[src/rtl/regfile_wr_arbiter.sv]
// regfile_wr_arbiter: merges pipeline writebacks and a 2-entry multi-cycle queue onto one registered
// register-file write port. Define REGFILE_ARB_STARVE_EN to build the MC starvation guard.
module regfile_wr_arbiter #(
  parameter int unsigned STARVE_LIMIT = 4
) (
  input  logic        clk,
  input  logic        reset,
  input  logic        wb_valid,
  input  logic [4:0]  wb_reg,
  input  logic [63:0] wb_data,
  output logic        wb_ready,
  input  logic        mc_valid,
  input  logic [4:0]  mc_reg,
  input  logic [63:0] mc_data,
  output logic        mc_ready,
  output logic        RegWrite,
  output logic [4:0]  WriteRegister,
  output logic [63:0] WriteData,
  output logic [31:0] pending,
  output logic [1:0]  mc_count
);
  logic [4:0]  reg_q [2];
  logic [4:0]  reg_d [2];
  logic [63:0] data_q [2];
  logic [63:0] data_d [2];
  logic [1:0]  cnt_q, cnt_d;
  logic        rw_q, rw_d;
  logic [4:0]  wa_q, wa_d;
  logic [63:0] wd_q, wd_d;
  logic        non_empty, starve, push, pop, issue, wr_idx;
  logic [4:0]  iss_reg;
  logic [63:0] iss_data;

  if (STARVE_LIMIT < 1 || STARVE_LIMIT > 15) begin : g_bad_limit
    $error("STARVE_LIMIT must be in 1..15");
  end

`ifdef REGFILE_ARB_STARVE_EN
  logic [3:0] starve_q, starve_d;
  assign starve = non_empty && (starve_q == 4'(STARVE_LIMIT));
  // Head wait counter: counts cycles the head is passed over, saturating; restarts for each new head
  always_comb begin
    starve_d = (!non_empty || pop) ? 4'd0 : (starve ? starve_q : starve_q + 4'd1);
  end
  // Starve counter register
  always_ff @(posedge clk or negedge reset) begin
    if (!reset) starve_q <= 4'd0;
    else starve_q <= starve_d;
  end
`else
  assign starve = 1'b0;
`endif

  // Source select: forced MC, else WB, else queue head; a new push never issues in its own cycle
  always_comb begin
    non_empty = cnt_q != 2'd0;
    mc_ready  = cnt_q != 2'd2;
    push      = mc_valid && mc_ready;
    pop       = starve || (!wb_valid && non_empty);
    issue     = pop || wb_valid;
    iss_reg   = pop ? reg_q[0] : wb_reg;
    iss_data  = pop ? data_q[0] : wb_data;
    wb_ready  = !starve;
    wr_idx    = cnt_q[1] || (cnt_q[0] && !pop);
  end

  // Queue shift/append and registered write port next state; writes to r31 are dropped
  always_comb begin
    reg_d  = reg_q;
    data_d = data_q;
    if (pop) begin
      reg_d[0]  = reg_q[1];
      data_d[0] = data_q[1];
    end
    if (push) begin
      reg_d[wr_idx]  = mc_reg;
      data_d[wr_idx] = mc_data;
    end
    cnt_d = cnt_q + {1'b0, push} - {1'b0, pop};
    rw_d  = issue && (iss_reg != 5'd31);
    wa_d  = rw_d ? iss_reg : wa_q;
    wd_d  = rw_d ? iss_data : wd_q;
  end

  // State registers; reset discards queued entries and any write not yet presented
  always_ff @(posedge clk or negedge reset) begin
    if (!reset) begin
      reg_q  <= '{default: '0};
      data_q <= '{default: '0};
      cnt_q  <= 2'd0;
      rw_q   <= 1'b0;
      wa_q   <= 5'd0;
      wd_q   <= 64'd0;
    end else begin
      reg_q  <= reg_d;
      data_q <= data_d;
      cnt_q  <= cnt_d;
      rw_q   <= rw_d;
      wa_q   <= wa_d;
      wd_q   <= wd_d;
    end
  end

  assign pending       = ((32'(cnt_q != 2'd0) << reg_q[0]) | (32'(cnt_q[1]) << reg_q[1])) & 32'h7FFF_FFFF;
  assign mc_count      = cnt_q;
  assign RegWrite      = rw_q;
  assign WriteRegister = wa_q;
  assign WriteData     = wd_q;
endmodule

[config.mk]
export PLATFORM = sky130hd
export DESIGN_NAME = regfile_wr_arbiter
export DESIGN_NICKNAME = d
export VERILOG_FILES = /design/src/rtl/regfile_wr_arbiter.sv
export SDC_FILE = /design/constraint.sdc
export NUM_CORES = 1
export LEC_CHECK = 0
export ABC_AREA = 1
export CAP_MARGIN = 5
export CORE_AREA = 4 4 141 143
export CTS_BUF_LIST = sky130_fd_sc_hd__clkbuf_4 sky130_fd_sc_hd__clkbuf_8 sky130_fd_sc_hd__clkbuf_16
export CTS_CLUSTER_SIZE = 28
export DETAILED_ROUTE_END_ITERATION = 16
export DIE_AREA = 0 0 145 147
export HOLD_SLACK_MARGIN = 0.15
export PLACE_DENSITY = 0.85
export RECOVER_POWER = 25
export SETUP_SLACK_MARGIN = 0.02
export SLEW_MARGIN = 40
export SYNTH_ARGS = -nofsm -noshare
export SYNTH_HDL_FRONTEND = slang
export SYNTH_SLANG_ARGS = --single-unit
[constraint.sdc]
create_clock -name clk -period 3.1 [get_ports clk]
set_input_delay 0.31 -clock clk [delete_from_list [all_inputs] [get_ports clk]]
set_output_delay 0.31 -clock clk [all_outputs]
set_load 0.03 [all_outputs]
Word level (Yosys, flattened, before mapping)

Cells that the tools add are included.

Muxes and demuxes: 12
$add $sub $neg: 2
Shift operators: 2
Magnitude comparators: 2
Reductions and logical operators: 10
Bitwise operators: 2
Eq/ne operators: 2

Operators with widths:

| kind               | count |
|---|---|
| $mux 64            | 3 |
| $bwmux 128         | 1 |
| $mux 128           | 1 |
| $demux 64 s1       | 1 |
| $shl 1x5->31       | 2 |
| $or 31x31->31      | 1 |
| $mux 5             | 3 |
| $bwmux 10          | 1 |
| $mux 10            | 1 |
| $demux 5 s1        | 1 |
| $logic_and 1x1->1  | 5 |
| $ne 5x5->1 const B | 1 |
| $add 2x1->2        | 1 |
| $ge 2x2->1 const B | 1 |
| $logic_not 1->1    | 2 |
| $logic_or 1x1->1   | 2 |
| $lt 2x1->1 const B | 1 |
| $ne 2x2->1 const B | 1 |
| $not 1->2          | 1 |
| $reduce_bool 2->1  | 1 |
| $sub 2x1->2        | 1 |

Bits in registers: 210
Input bits: 142

Logic depth before layout (Yosys ltp)

Gate-level depths: netlist (run 1).

Depth after elaboration: 12
Depth in mapped cells: 12
Depth with buffers taken out: 9

Worst setup path before layout (run 1)

OpenSTA, ideal clock, no wires.

Kind: reg-to-output
Start point: register cnt_q[1] (netlist: mc_count[1])
End point: output pending[13]
Required time: 2.790 ns
Cell stages (with the launch flop): 5
Path slack: 1.066 ns
Data arrival time: 1.724 ns
Cell sequence: dfrtp_1 inv_1 nor3_1 nand3_1 o22ai_1

Longest elaborated chain between the ends: 3

Ends and longest elaborated chain:

| element                | RTL line | RTL |
|---|---|---|
| start, declared        | 26       | `logic [1:0] cnt_q, cnt_d;` |
| start signal, assigned | 97       | `cnt_q <= cnt_d;` |
| $reduce_bool 2->1      | 104      | `assign pending = ((32'(cnt_q != 2'd0) << reg_q[0]) \| (32'(cnt_q[1]) << reg_q[1])) & 32'h7FFF_FFFF;` |
| $shl 1x5->31           | 104      |  |
| $or 31x31->31 (*)      | 104      |  |
| end, declared          | 19       | `output logic [31:0] pending,` |

Every way passes the cells marked *; elsewhere a longest branch is shown, timed or not.

==> out/metrics.csv, run 1 <==
stage;metric;value;unit
outcome;status;finished clean;
timing;worst hold slack;0.375;ns
route;number of remaining DRC errors;0;
hold_path;worst hold path startpoint;mc_data[15];
logic_synthesis;sequential element share of the synthesized area;0.532;
logic_synthesis;net count after synthesis;1395;
hold_path;depth of the worst hold-timing path;3;
hold_path;sink of the worst hold path;data_q[79];
run;number of max-cap violations;0;
worst_setup_path;category of the worst setup path capture point;primary output;
layout;non-filler instance count after layout;1696;
logic_synthesis;Yosys warning total;0;
floorplan;number of cell rows;50;
logic_synthesis;share of synthesized area spent on multiplexers;0;
logic_synthesis;dominant combinational cell family by area after synthesis;simple AND/OR/NAND/NOR gates;
logic_synthesis;Cells after Synth;1251;
worst_setup_path;worst r2r src;mc_count[1];
logic_synthesis;number of distinct library cells after synthesis;24;
logic_synthesis;post-synthesis adder-cell area fraction;0.00253;
worst_setup_path;Startpoint Class;flop;
global_routing;pin count of the biggest net entering global routing;106;
layout;layout cell share with drive strength beyond 1;0.0472;
power;post-route total power;14.0;mW
placement;Placement Setup Slack;0.555;ns
cts;latest clock arrival within the worst-skew pair;0.51;ns
logic_synthesis;largest area contributor in the synthesized netlist;sky130_fd_sc_hd__dfrtp_1;
route;First DRT Iteration DRCs;682;
logic_synthesis;number of enable-type register cells in the synthesized netlist;0;
placement;number of port buffers;245;
logic_synthesis;most area-consuming cells after synthesis;sky130_fd_sc_hd__dfrtp_1 53%, sky130_fd_sc_hd__nand2_1 16%, sky130_fd_sc_hd__o21ai_0 8.5%;
cts;buffer type at the clock tree root;sky130_fd_sc_hd__clkbuf_16;
layout;area taken by multi-input logic gates;0.00383;mm²
worst_setup_path;Crit path buffers/inverters;2;
floorplan;Total Die Area;0.0213;mm²
worst_setup_path;worst reg2reg setup slack;1.02;ns
layout;# fillers;1433;
floorplan;Core Region;0.0186;mm²
floorplan;height of the chip;147;µm
cts;total clock buffers created by CTS;23;
floorplan;ports placed on the boundary;248;
timing;final worst clock skew;0.0210;ns
route;first drt pass iteration count;5;
hold_path;kind of path behind the tightest hold check;primary input to flop;
worst_setup_path;Data arrival, critical path;2.62;ns
timing;Setup WS post-layout;0.165;ns
logic_synthesis;share of synthesized cell area in and, or, nand and nor gates;0.224;
worst_setup_path;maximum fanout encountered on the critical timing path;18;
route;routed wirelength normalized by instance count;16.3;µm
cts;clk slew on worst S/H paths;0.06;ns
worst_setup_path;critical path's largest stage delay;0.71;ns
placement;global placer's final weighted congestion;0.897;
layout;Reg area;0.00526;mm²
placement;total placed cells including tap cells;1655;
logic_synthesis;top_reg_cell synth;sky130_fd_sc_hd__dfrtp_1;
logic_synthesis;share of flip-flops with an asynchronous set or reset;1.00;
cts;number of sinks handled by clock tree synthesis;210;
route;Antenna Violating Nets Remaining;0;
cts;postcts setup bufs;0;
timing;total count of hold-check failures in the final report;0;
timing;f_max;341;MHz
global_routing;GR Util All Layers;0.254;
global_routing;antenna violations before repair;1;
floorplan;overall die width;145;µm
power;worst voltage drop across the vdd grid;0.000553;V
logic_synthesis;post-synthesis instance area;0.00988;mm²
worst_setup_path;Crit path required time;2.79;ns
global_routing;via count of the first global-routing pass;9084;
timing;Max-slew headroom;0.139;
global_routing;global-route wire length before repair;45.1;mm
cts;CTS max path bufs;3;
floorplan;initial standard-cell utilization of the core;0.532;
route;Detailed Route WL;27.7;mm
power;Lkg Pwr;6.44;nW
timing;Final Max Slew Viols;0;
timing;total negative slack;0;ns
layout;Syn-to-layout area delta;34.3;%
worst_setup_path;Worst path slowest cell;sky130_fd_sc_hd__dfrtp_1;
worst_setup_path;Top Family by Delay on Critical Path;buffers and inverters;
global_routing;leftover overflow at the end of global routing;0;
worst_setup_path;worst r2r dst;WriteData[29];
cts;count of H-tree levels built during CTS;1;
logic_synthesis;Synth top area share;0.532;
timing;shortest clock period the worst path allows after layout;2.93;ns
logic_synthesis;register bit total from synthesis;210;
layout;count of nets after finishing;1591;
logic_synthesis;post-synthesis average cell area;7.90;µm²
timing;Worst Tran Pin Value;1.29;ns
cts;clock tree from TritonCTS;done;
logic_synthesis;share of the synthesized netlist area taken by xor and xnor gates;0.00177;
route;routed via count;9198;
timing;Setup violations, final;0;
logic_synthesis;post-synthesis compound-gate area fraction;0.154;
worst_setup_path;length in cells of the worst reg-to-reg path;9;
route;via-per-instance ratio;5.42;
power;power density over the cells;1050;mW/mm²
timing;part of the cycle the worst path needs;0.947;
worst_setup_path;Worst Setup Path Type;flop to primary output;
placement;hpwl dp;18.5;mm
worst_setup_path;worst path cell trace;inv_1, o22ai_1, clkdlybuf4s50_1;
worst max-delay path by stage:
| stage | startpoint | endpoint | depth (start not counted) |
|---|---|---|---|
| 6_report | flop | pending[29] | 3 |
| 5_1_grt | mc_count[1] | pending[18] | 7 |
| 4_1_cts | reg_q[9] | pending[25] | 3 |
| 3_5_place_dp | reg_q[9] | pending[25] | 3 |
| 3_3_place_gp | reg_q[9] | pending[29] | 3 |
| 2_1_floorplan | mc_count[1] | pending[13] | 4 |
area by class of cell:
class                           instances  share of cell area
Sequential cell                       210               0.396
Multi-Input combinational cell        833               0.289
Timing Repair Buffer                  263               0.201
Clock buffer                           30              0.0488
Inverter                              116              0.0331
Tap cell                              234              0.0221
Clock inverter                          9             0.00962
Antenna cell                            1            0.000189
stage by stage:
| stage | util | cell area (µm²) |
|---|---|---|
| global placement | 0.672 | 12500 |
| finish | 0.714 | 13300 |
| floorplan | - | 9880 |
| detailed placement | 0.672 | 12500 |
| global route | 0.714 | 13300 |
| CTS | 0.714 | 13300 |
worst register-to-register path, stage by stage (launching register included):
cell                       delay, ns
sky130_fd_sc_hd__dfrtp_1        0.51
sky130_fd_sc_hd__inv_1          0.17
sky130_fd_sc_hd__nand2_2        0.17
sky130_fd_sc_hd__nand3_1        0.10
sky130_fd_sc_hd__nand2_1        0.14
sky130_fd_sc_hd__nand3_1        0.13
sky130_fd_sc_hd__o21bai_4       0.13
sky130_fd_sc_hd__buf_4          0.42
sky130_fd_sc_hd__nand2_1        0.16
sky130_fd_sc_hd__nand2_1        0.10
power breakdown:
group	internal [mW]	switching, mW
Combinational	2.38	3.84
Sequential	4.11	0.851
Clock	1.72	1.09
Total	8.21	5.78
cell usage in the layout, fill, tap and decap left out, drive strengths merged, types with 2 or more instances in the layout:
cell type | Yosys | layout
buf | 45 | 16
bufinv | 0 | 3
clkbuf | 47 | 32
clkdlybuf4s50 | 0 | 241
clkinv | 2 | 4
conb | 2 | 2
dfrtp | 210 | 210
dlymetal6s2s | 0 | 3
ha | 2 | 2
inv | 114 | 117
nand2 | 413 | 413
nand3 | 90 | 90
nor2 | 51 | 51
nor3 | 2 | 2
o211ai | 33 | 33
o21ai | 169 | 169
o22ai | 66 | 66
routing by layer:
metal / global-route usage / vias to the layer above / wire (µm)
li1: - / 4445 / -
met1: 0.328 / 4241 / 11100
met2: 0.411 / 423 / 13100
met3: 0.0515 / 89 / 2060
met4: 0.127 / 0 / 1410
met5: 0 / - / 0
timing repair:
item | CTS | global route
gates resized for setup | 0 | 7
endpoints found under the hold margin | 49 | 0
endpoints found under the setup margin | 0 | 24
hold buffers | 1 | 0
Yosys cell counts (2+ instances only):
| library cell | number |
|---|---|
| sky130_fd_sc_hd__nand2_1 | 412 |
| sky130_fd_sc_hd__dfrtp_1 | 210 |
| sky130_fd_sc_hd__o21ai_0 | 168 |
| sky130_fd_sc_hd__inv_1 | 114 |
| sky130_fd_sc_hd__nand3_1 | 90 |
| sky130_fd_sc_hd__o22ai_1 | 66 |
| sky130_fd_sc_hd__nor2_1 | 51 |
| sky130_fd_sc_hd__clkbuf_1 | 47 |
| sky130_fd_sc_hd__o211ai_1 | 33 |
| sky130_fd_sc_hd__buf_2 | 26 |
| sky130_fd_sc_hd__buf_1 | 14 |
| sky130_fd_sc_hd__buf_4 | 3 |
| sky130_fd_sc_hd__buf_6 | 2 |
| sky130_fd_sc_hd__clkinv_1 | 2 |
| sky130_fd_sc_hd__conb_1 | 2 |
| sky130_fd_sc_hd__ha_1 | 2 |
| sky130_fd_sc_hd__nor3_1 | 2 |
cell families after synthesis:
kind of cell             Yosys count
flip-flops                       210
XOR/XNOR                           2
buffers and inverters            208
AO/OA/AOI/OAI                    270
AND/OR/NAND/NOR                  557
other                              2
adder cells (fa/ha/maj)            2
Power figures use the tool's default switching activity.
==> run 2, diff against run 1 <==
--- a/config.mk
+++ b/config.mk
@@ -7,13 +7,13 @@
 export LEC_CHECK = 0
 export ABC_AREA = 1
 export CAP_MARGIN = 5
-export CORE_AREA = 4 4 141 143
+export CORE_AREA = 4 4 222 116
 export CTS_BUF_LIST = sky130_fd_sc_hd__clkbuf_4 sky130_fd_sc_hd__clkbuf_8 sky130_fd_sc_hd__clkbuf_16
 export CTS_CLUSTER_SIZE = 28
 export DETAILED_ROUTE_END_ITERATION = 16
-export DIE_AREA = 0 0 145 147
+export DIE_AREA = 0 0 226 120
 export HOLD_SLACK_MARGIN = 0.15
-export PLACE_DENSITY = 0.85
+export PLACE_DENSITY = 0.69
 export RECOVER_POWER = 25
 export SETUP_SLACK_MARGIN = 0.02
 export SLEW_MARGIN = 40
==> out/metrics.csv, run 2 (same netlist as run 1, synthesis figures left out) <==
stage;metric;value;unit;change
layout;Syn-to-layout area delta;34.9;%;
power;switching power of the nets;5.78;mW;+0.12%
timing;Setup WS post-layout;0.147;ns;-0.0183 ns
global_routing;pin count of the biggest net entering global routing;111;;+4.7%
cts;number of sinks handled by clock tree synthesis;210;;unchanged
cts;CTS max path bufs;3;;unchanged
cts;clk slew on worst S/H paths;0.07;ns;about the same
floorplan;Core Region;0.0237;mm²;+27%
worst_setup_path;worst r2r src;reg_q[9];;
worst_setup_path;length in cells of the worst reg-to-reg path;7;;-2
global_routing;leftover overflow at the end of global routing;0;;unchanged
floorplan;number of cell rows;40;;-20%
route;via-per-instance ratio;5.10;;-6.0%
layout;highest-count cells in the layout ignoring fill and taps;410 x sky130_fd_sc_hd__nand2_1, 241 x sky130_fd_sc_hd__clkdlybuf4s50_1, 208 x sky130_fd_sc_hd__dfrtp_1;;
route;First DRT Iteration DRCs;821;;+20%
worst_setup_path;worst path cell trace;inv_1, nand2_2, nand3_1, nor2_1, nand2_1, o22ai_1, clkdlybuf4s50_1;;
cts;buffer type at the clock tree root;sky130_fd_sc_hd__clkbuf_16;;
placement;number of port buffers;245;;unchanged
timing;total count of hold-check failures in the final report;0;;unchanged
power;Lkg Pwr;6.42;nW;-0.29%
timing;part of the cycle the worst path needs;0.953;;+0.00592
hold_path;depth of the worst hold-timing path;3;;unchanged
timing;f_max;339;MHz;-0.62%
timing;total negative slack;0;ns;unchanged
worst_setup_path;category of the worst setup path capture point;primary output;;
timing;Final Max Slew Viols;66;;+66
route;first drt pass iteration count;5;;unchanged
global_routing;global-route wire length before repair;46.7;mm;+3.4%
timing;Worst Tran Pin Value;1.76;ns;+0.466 ns
placement;global placer's final weighted congestion;0.977;;+8.8%
worst_setup_path;worst r2r dst;WriteData[41];;
route;Antenna Violating Nets Remaining;0;;unchanged
run;number of max-cap violations;1;;+1
outcome;status;finished, violations left;;
timing;unrepaired setup endpoints after global routing;false;;
worst_setup_path;critical path's largest stage delay;0.72;ns;about the same
timing;shortest clock period the worst path allows after layout;2.95;ns;+0.0183 ns
route;routed via count;9047;;-1.6%
power;Internal Power;8.05;mW;-2.0%
timing;Max-slew headroom;-0.172;;-0.311
cts;latest clock arrival within the worst-skew pair;0.50;ns;about the same
layout;# fillers;2167;;+51%
hold_path;kind of path behind the tightest hold check;primary input to flop;;
worst_setup_path;Top Family by Delay on Critical Path;buffers and inverters;;
global_routing;antenna violations before repair;1;;unchanged
placement;Placement Setup Slack;0.504;ns;-0.0519 ns
route;number of remaining DRC errors;0;;unchanged
layout;diode insertion count for antenna repair;0;;-1
route;Detailed Route WL;29.0;mm;+4.8%
floorplan;height of the chip;120;µm;-18%
floorplan;Total Die Area;0.0271;mm²;+27%
global_routing;via count of the first global-routing pass;8498;;-6.5%
floorplan;initial standard-cell utilization of the core;0.417;;-0.114
power;worst voltage drop across the vdd grid;0.000480;V;-13%
worst_setup_path;Worst Setup Path Type;flop to primary output;;
worst_setup_path;Startpoint Class;flop;;
floorplan;ports placed on the boundary;248;;unchanged
placement;total placed cells including tap cells;1735;;+4.8%
worst_setup_path;Worst path slowest cell;sky130_fd_sc_hd__clkdlybuf4s50_1;;
cts;total clock buffers created by CTS;21;;-8.7%
layout;area taken by multi-input logic gates;0.00383;mm²;-0.13%
layout;commonest non-fill, non-tap cell in the layout;sky130_fd_sc_hd__nand2_1;;
cts;clock tree from TritonCTS;done;;
worst_setup_path;worst reg2reg setup slack;0.98;ns;-0.04 ns
worst_setup_path;maximum fanout encountered on the critical timing path;8;;-10
outcome;failing checks;capacitance limit, slew limit;;
power;Clock Power Share;0.190;;-0.011
layout;layout cell share with drive strength beyond 1;0.0459;;-0.00131
power;Combinational Power Share;0.452;;+0.007
worst_setup_path;Data arrival, critical path;2.64;ns;+0.02 ns
timing;Setup violations, final;0;;unchanged
hold_path;worst hold path startpoint;mc_data[55];;
layout;count of nets after finishing;1588;;-0.19%
floorplan;overall die width;226;µm;+56%
power;fraction of power spent switching nets;0.418;;+0.00512
cts;count of H-tree levels built during CTS;1;;unchanged
placement;hpwl dp;19.6;mm;+6.1%
timing;final worst clock skew;0.0111;ns;-0.00994 ns
worst_setup_path;Crit path buffers/inverters;2;;unchanged
route;routed wirelength normalized by instance count;16.4;µm;+0.17%
global_routing;GR Util All Layers;0.211;;-0.0431
timing;worst hold slack;0.388;ns;+0.0129 ns
power;power density over the cells;1040;mW/mm²;-1.6%
layout;non-filler instance count after layout;1774;;+4.6%
layout;Reg area;0.00526;mm²;about the same
power;part of the power in registers;0.358;;+0.003
worst_setup_path;Crit path required time;2.79;ns;about the same
-- run 2: worst max-delay path by stage --
stage                            from          end  slack (ns)  cells after the start
final                     mc_count[1]  pending[11]        0.15                      7
after detailed placement  mc_count[1]   pending[9]        0.50                      5
after floorplan           mc_count[1]  pending[13]        1.07                      4
after CTS                 mc_count[1]  pending[14]        0.08                      7
after global routing         reg_q[9]  pending[30]        0.02                      3
after global placement       reg_q[9]  pending[19]        0.59                      3
-- run 2: what timing repair did --
item | CTS | global route
endpoints found under the setup margin | 17 | 28
resized for setup | 2 | 5
endpoints found under the hold margin | 65 | 0
buffers inserted | 0 | 0
hold buffers | 1 | 0
-- run 2: worst min-delay path, delay by kind of cell --
family                 cells  cell delay (ns)
buffers and inverters      2             0.45
AO/OA/AOI/OAI              1             0.08
-- run 2: stage by stage --
step,total power [mW],instance area [µm²],util
final,13.8,13300,0.563
after global routing,14.9,13300,0.563
after CTS,13.9,13300,0.563
after detailed placement,11.2,12600,0.532
after global placement,11.1,12600,0.532
after floorplan,8.81,9880,-
-- run 2: routing by layer --
layer,vias up,part of all wire,GRT usage
met2,269,0.42,0.303
met1,4305,0.50,0.330
met4,2,0.013,0.0302
met3,29,0.068,0.0472
li1,4442,-,-
met5,-,0.00045,0
-- run 2: final cells by class --
cell class / instances / area share
sequential: 210 / 0.395
clock inverter: 5 / 0.00404
timing repair buffer: 262 / 0.202
tap: 315 / 0.0296
inverter: 116 / 0.0328
clock buffer: 33 / 0.0495
multi-input combinational: 833 / 0.287
-- run 2: power by group through the flow --
stage	logic [mW]	clock network [mW]	registers, mW
5_1_grt	6.92	2.82	5.12
3_3_place_gp	6.15	0	4.91
4_1_cts	6.30	2.68	4.93
6_report	6.26	2.62	4.95
3_5_place_dp	6.27	0	4.96
2_1_floorplan	3.19	0	5.63
==> run 3, diff against run 2 <==
==> constraint.sdc (replaced) <==
create_clock -name clk -period 3.1 [get_ports clk]
set_input_delay 0.62 -clock clk [delete_from_list [all_inputs] [get_ports clk]]
set_output_delay 0.62 -clock clk [all_outputs]
set_load 0.03 [all_outputs]
==> out/metrics.csv, run 3 (same netlist as run 1, synthesis figures left out) <==
stage;metric;value;unit;change
outcome;failing checks;capacitance limit, slew limit;;
route;number of remaining DRC errors;0;;unchanged
cts;latest clock arrival within the worst-skew pair;0.49;ns;about the same
floorplan;ports placed on the boundary;248;;unchanged
route;routed via count;9147;;+1.1%
placement;global placer's final weighted congestion;1.01;;+3.7%
route;First DRT Iteration DRCs;998;;+22%
route;routed wirelength normalized by instance count;16.5;µm;+0.51%
global_routing;pin count of the biggest net entering global routing;108;;-2.7%
floorplan;Core Region;0.0237;mm²;unchanged
floorplan;initial standard-cell utilization of the core;0.417;;unchanged
timing;total count of hold-check failures in the final report;0;;unchanged
worst_setup_path;Data arrival, critical path;2.35;ns;-0.29 ns
route;Antenna Violating Nets Remaining;0;;unchanged
worst_setup_path;worst reg2reg setup slack;1.10;ns;+0.12 ns
cts;CTS max path bufs;3;;unchanged
power;switching power of the nets;5.78;mW;about the same
hold_path;worst hold path startpoint;WriteData[11];;
timing;total negative slack;0;ns;unchanged
route;via-per-instance ratio;5.14;;+0.82%
timing;shortest clock period the worst path allows after layout;2.97;ns;+0.0207 ns
power;Lkg Pwr;6.56;nW;+2.2%
worst_setup_path;worst r2r src;mc_count[1];;
placement;number of port buffers;245;;unchanged
worst_setup_path;Crit path required time;2.48;ns;-0.31 ns
power;fraction of power spent switching nets;0.417;;-0.000692
worst_setup_path;WP depth;7;;unchanged
power;Internal Power;8.07;mW;+0.23%
cts;clock tree from TritonCTS;done;;
worst_setup_path;worst r2r dst;WriteData[0];;
cts;count of H-tree levels built during CTS;1;;unchanged
cts;buffer type at the clock tree root;sky130_fd_sc_hd__clkbuf_16;;
hold_path;kind of path behind the tightest hold check;flop to flop;;
worst_setup_path;Crit path buffers/inverters;2;;unchanged
power;Clock Power Share;0.189;;about the same
worst_setup_path;length in cells of the worst reg-to-reg path;9;;+2
hold_path;depth of the worst hold-timing path;2;;-1
floorplan;height of the chip;120;µm;unchanged
layout;count of nets after finishing;1595;;+0.44%
route;first drt pass iteration count;5;;unchanged
route;Detailed Route WL;29.3;mm;+0.80%
cts;clk slew on worst S/H paths;0.06;ns;about the same
timing;final worst clock skew;0.00617;ns;-0.00491 ns
timing;unrepaired setup endpoints after global routing;false;;
timing;Worst Tran Pin Value;2.04;ns;+0.279 ns
global_routing;leftover overflow at the end of global routing;0;;unchanged
cts;postcts setup bufs;0;;unchanged
global_routing;global-route wire length before repair;46.8;mm;+0.24%
worst_setup_path;Worst path slowest cell;sky130_fd_sc_hd__dfrtp_1;;
layout;# fillers;2200;;+1.5%
power;part of the power in registers;0.352;;-0.006
floorplan;overall die width;226;µm;unchanged
timing;Final Max Slew Viols;84;;+27%
timing;Setup violations, final;0;;unchanged
global_routing;antenna violations before repair;2;;+1
power;power density over the cells;1040;mW/mm²;-0.16%
cts;total clock buffers created by CTS;20;;-4.8%
floorplan;number of cell rows;40;;unchanged
layout;Syn-to-layout area delta;35.3;%;
worst_setup_path;maximum fanout encountered on the critical timing path;8;;unchanged
worst_setup_path;Startpoint Class;flop;;
run;number of max-cap violations;1;;unchanged
layout;commonest non-fill, non-tap cell in the layout;sky130_fd_sc_hd__nand2_1;;
power;Combinational Power Share;0.459;;+0.007
worst_setup_path;category of the worst setup path capture point;primary output;;
outcome;status;finished, violations left;;
global_routing;GR Util All Layers;0.212;;+0.00126
worst_setup_path;Top Family by Delay on Critical Path;buffers and inverters;;
layout;layout cell share with drive strength beyond 1;0.0472;;+0.00124
global_routing;via count of the first global-routing pass;8660;;+1.9%
cts;number of sinks handled by clock tree synthesis;210;;unchanged
worst_setup_path;Worst Setup Path Type;flop to primary output;;
worst_setup_path;worst path cell trace;inv_1, nand2_2, nand3_1, nor2_1, nand2_1, o22ai_1, dlygate4sd2_1;;
timing;part of the cycle the worst path needs;0.959;;+0.00669
floorplan;Total Die Area;0.0271;mm²;unchanged
power;worst voltage drop across the vdd grid;0.000461;V;-3.9%
worst_setup_path;critical path's largest stage delay;0.52;ns;-0.20 ns
timing;Max-slew headroom;-0.358;;-0.186
placement;hpwl dp;20.1;mm;+2.4%
hold_path;sink of the worst hold path;WriteData[11];;
layout;highest-count cells in the layout ignoring fill and taps;410 x sky130_fd_sc_hd__nand2_1, 213 x sky130_fd_sc_hd__clkdlybuf4s50_1, 210 x sky130_fd_sc_hd__dfrtp_1;;
layout;final core utilization;0.564;;+0.00153
timing;f_max;336;MHz;-0.70%
-- run 3: what timing repair did --
action                     CTS  global route
hold buffers                 1             0
setup endpoints to repair   30             3
pin swaps                    0             0
hold endpoints to repair     5             0
resized for setup           31             4
-- run 3: how the worst max path moves through the flow --
stage / start / to / slack [ns]
final: mc_count[1] / pending[28] / 0.13
after global routing: mc_count[1] / pending[7] / 0.02
after CTS: mc_count[1] / pending[15] / 0.03
after detailed placement: mc_count[1] / pending[4] / 0.28
after global placement: mc_count[1] / pending[20] / 0.38
after floorplan: mc_count[1] / pending[13] / 0.76
-- run 3: routing by layer --
metal | global-route usage | routed length, µm | vias to the layer above | share of wire
li1 | - | - | 4463 | -
met1 | 0.326 | 14200 | 4297 | 0.49
met2 | 0.302 | 12200 | 344 | 0.42
met3 | 0.0548 | 2400 | 41 | 0.082
met4 | 0.0390 | 489 | 2 | 0.017
met5 | 0 | 13 | - | 0.00044
-- run 3: cell type report --
type / instances / area [µm²] / area share
timing repair buffer: 270 / 2750 / 0.206
clock inverter: 4 / 70.1 / 0.00524
clock buffer: 30 / 631 / 0.0472
inverter: 116 / 435 / 0.0326
antenna: 1 / 2.50 / 0.000187
tap: 315 / 394 / 0.0295
sequential: 210 / 5260 / 0.393
multi-input combinational: 833 / 3830 / 0.286
-- run 3: power by group through the flow --
stage	registers (mW)	clock network (mW)	logic, mW
final	4.88	2.61	6.36
after global routing	5.06	2.81	7.00
after CTS	4.87	2.68	6.38
after detailed placement	4.89	0	6.42
after global placement	4.85	0	6.32
after floorplan	5.63	0	3.19
-- run 3: tightest hold or removal path, stage by stage (launching register included) --
cell                      delay, ns
sky130_fd_sc_hd__dfrtp_1       0.34
sky130_fd_sc_hd__nand2_1       0.05
sky130_fd_sc_hd__nand2_1       0.04
-- run 3: stage by stage --
step	setup WS, ns	hold slack, ns	instance area, µm²	cells	power [mW]
6_report	0.126	0.469	13400	1779	13.8
5_1_grt	0.0217	0.489	13400	1778	14.9
3_5_place_dp	0.276	0.458	12700	1743	11.3
3_3_place_gp	0.384	0.454	12700	1743	11.2
2_1_floorplan	0.756	0.324	9880	1251	8.81
4_1_cts	0.0267	0.474	13400	1778	13.9
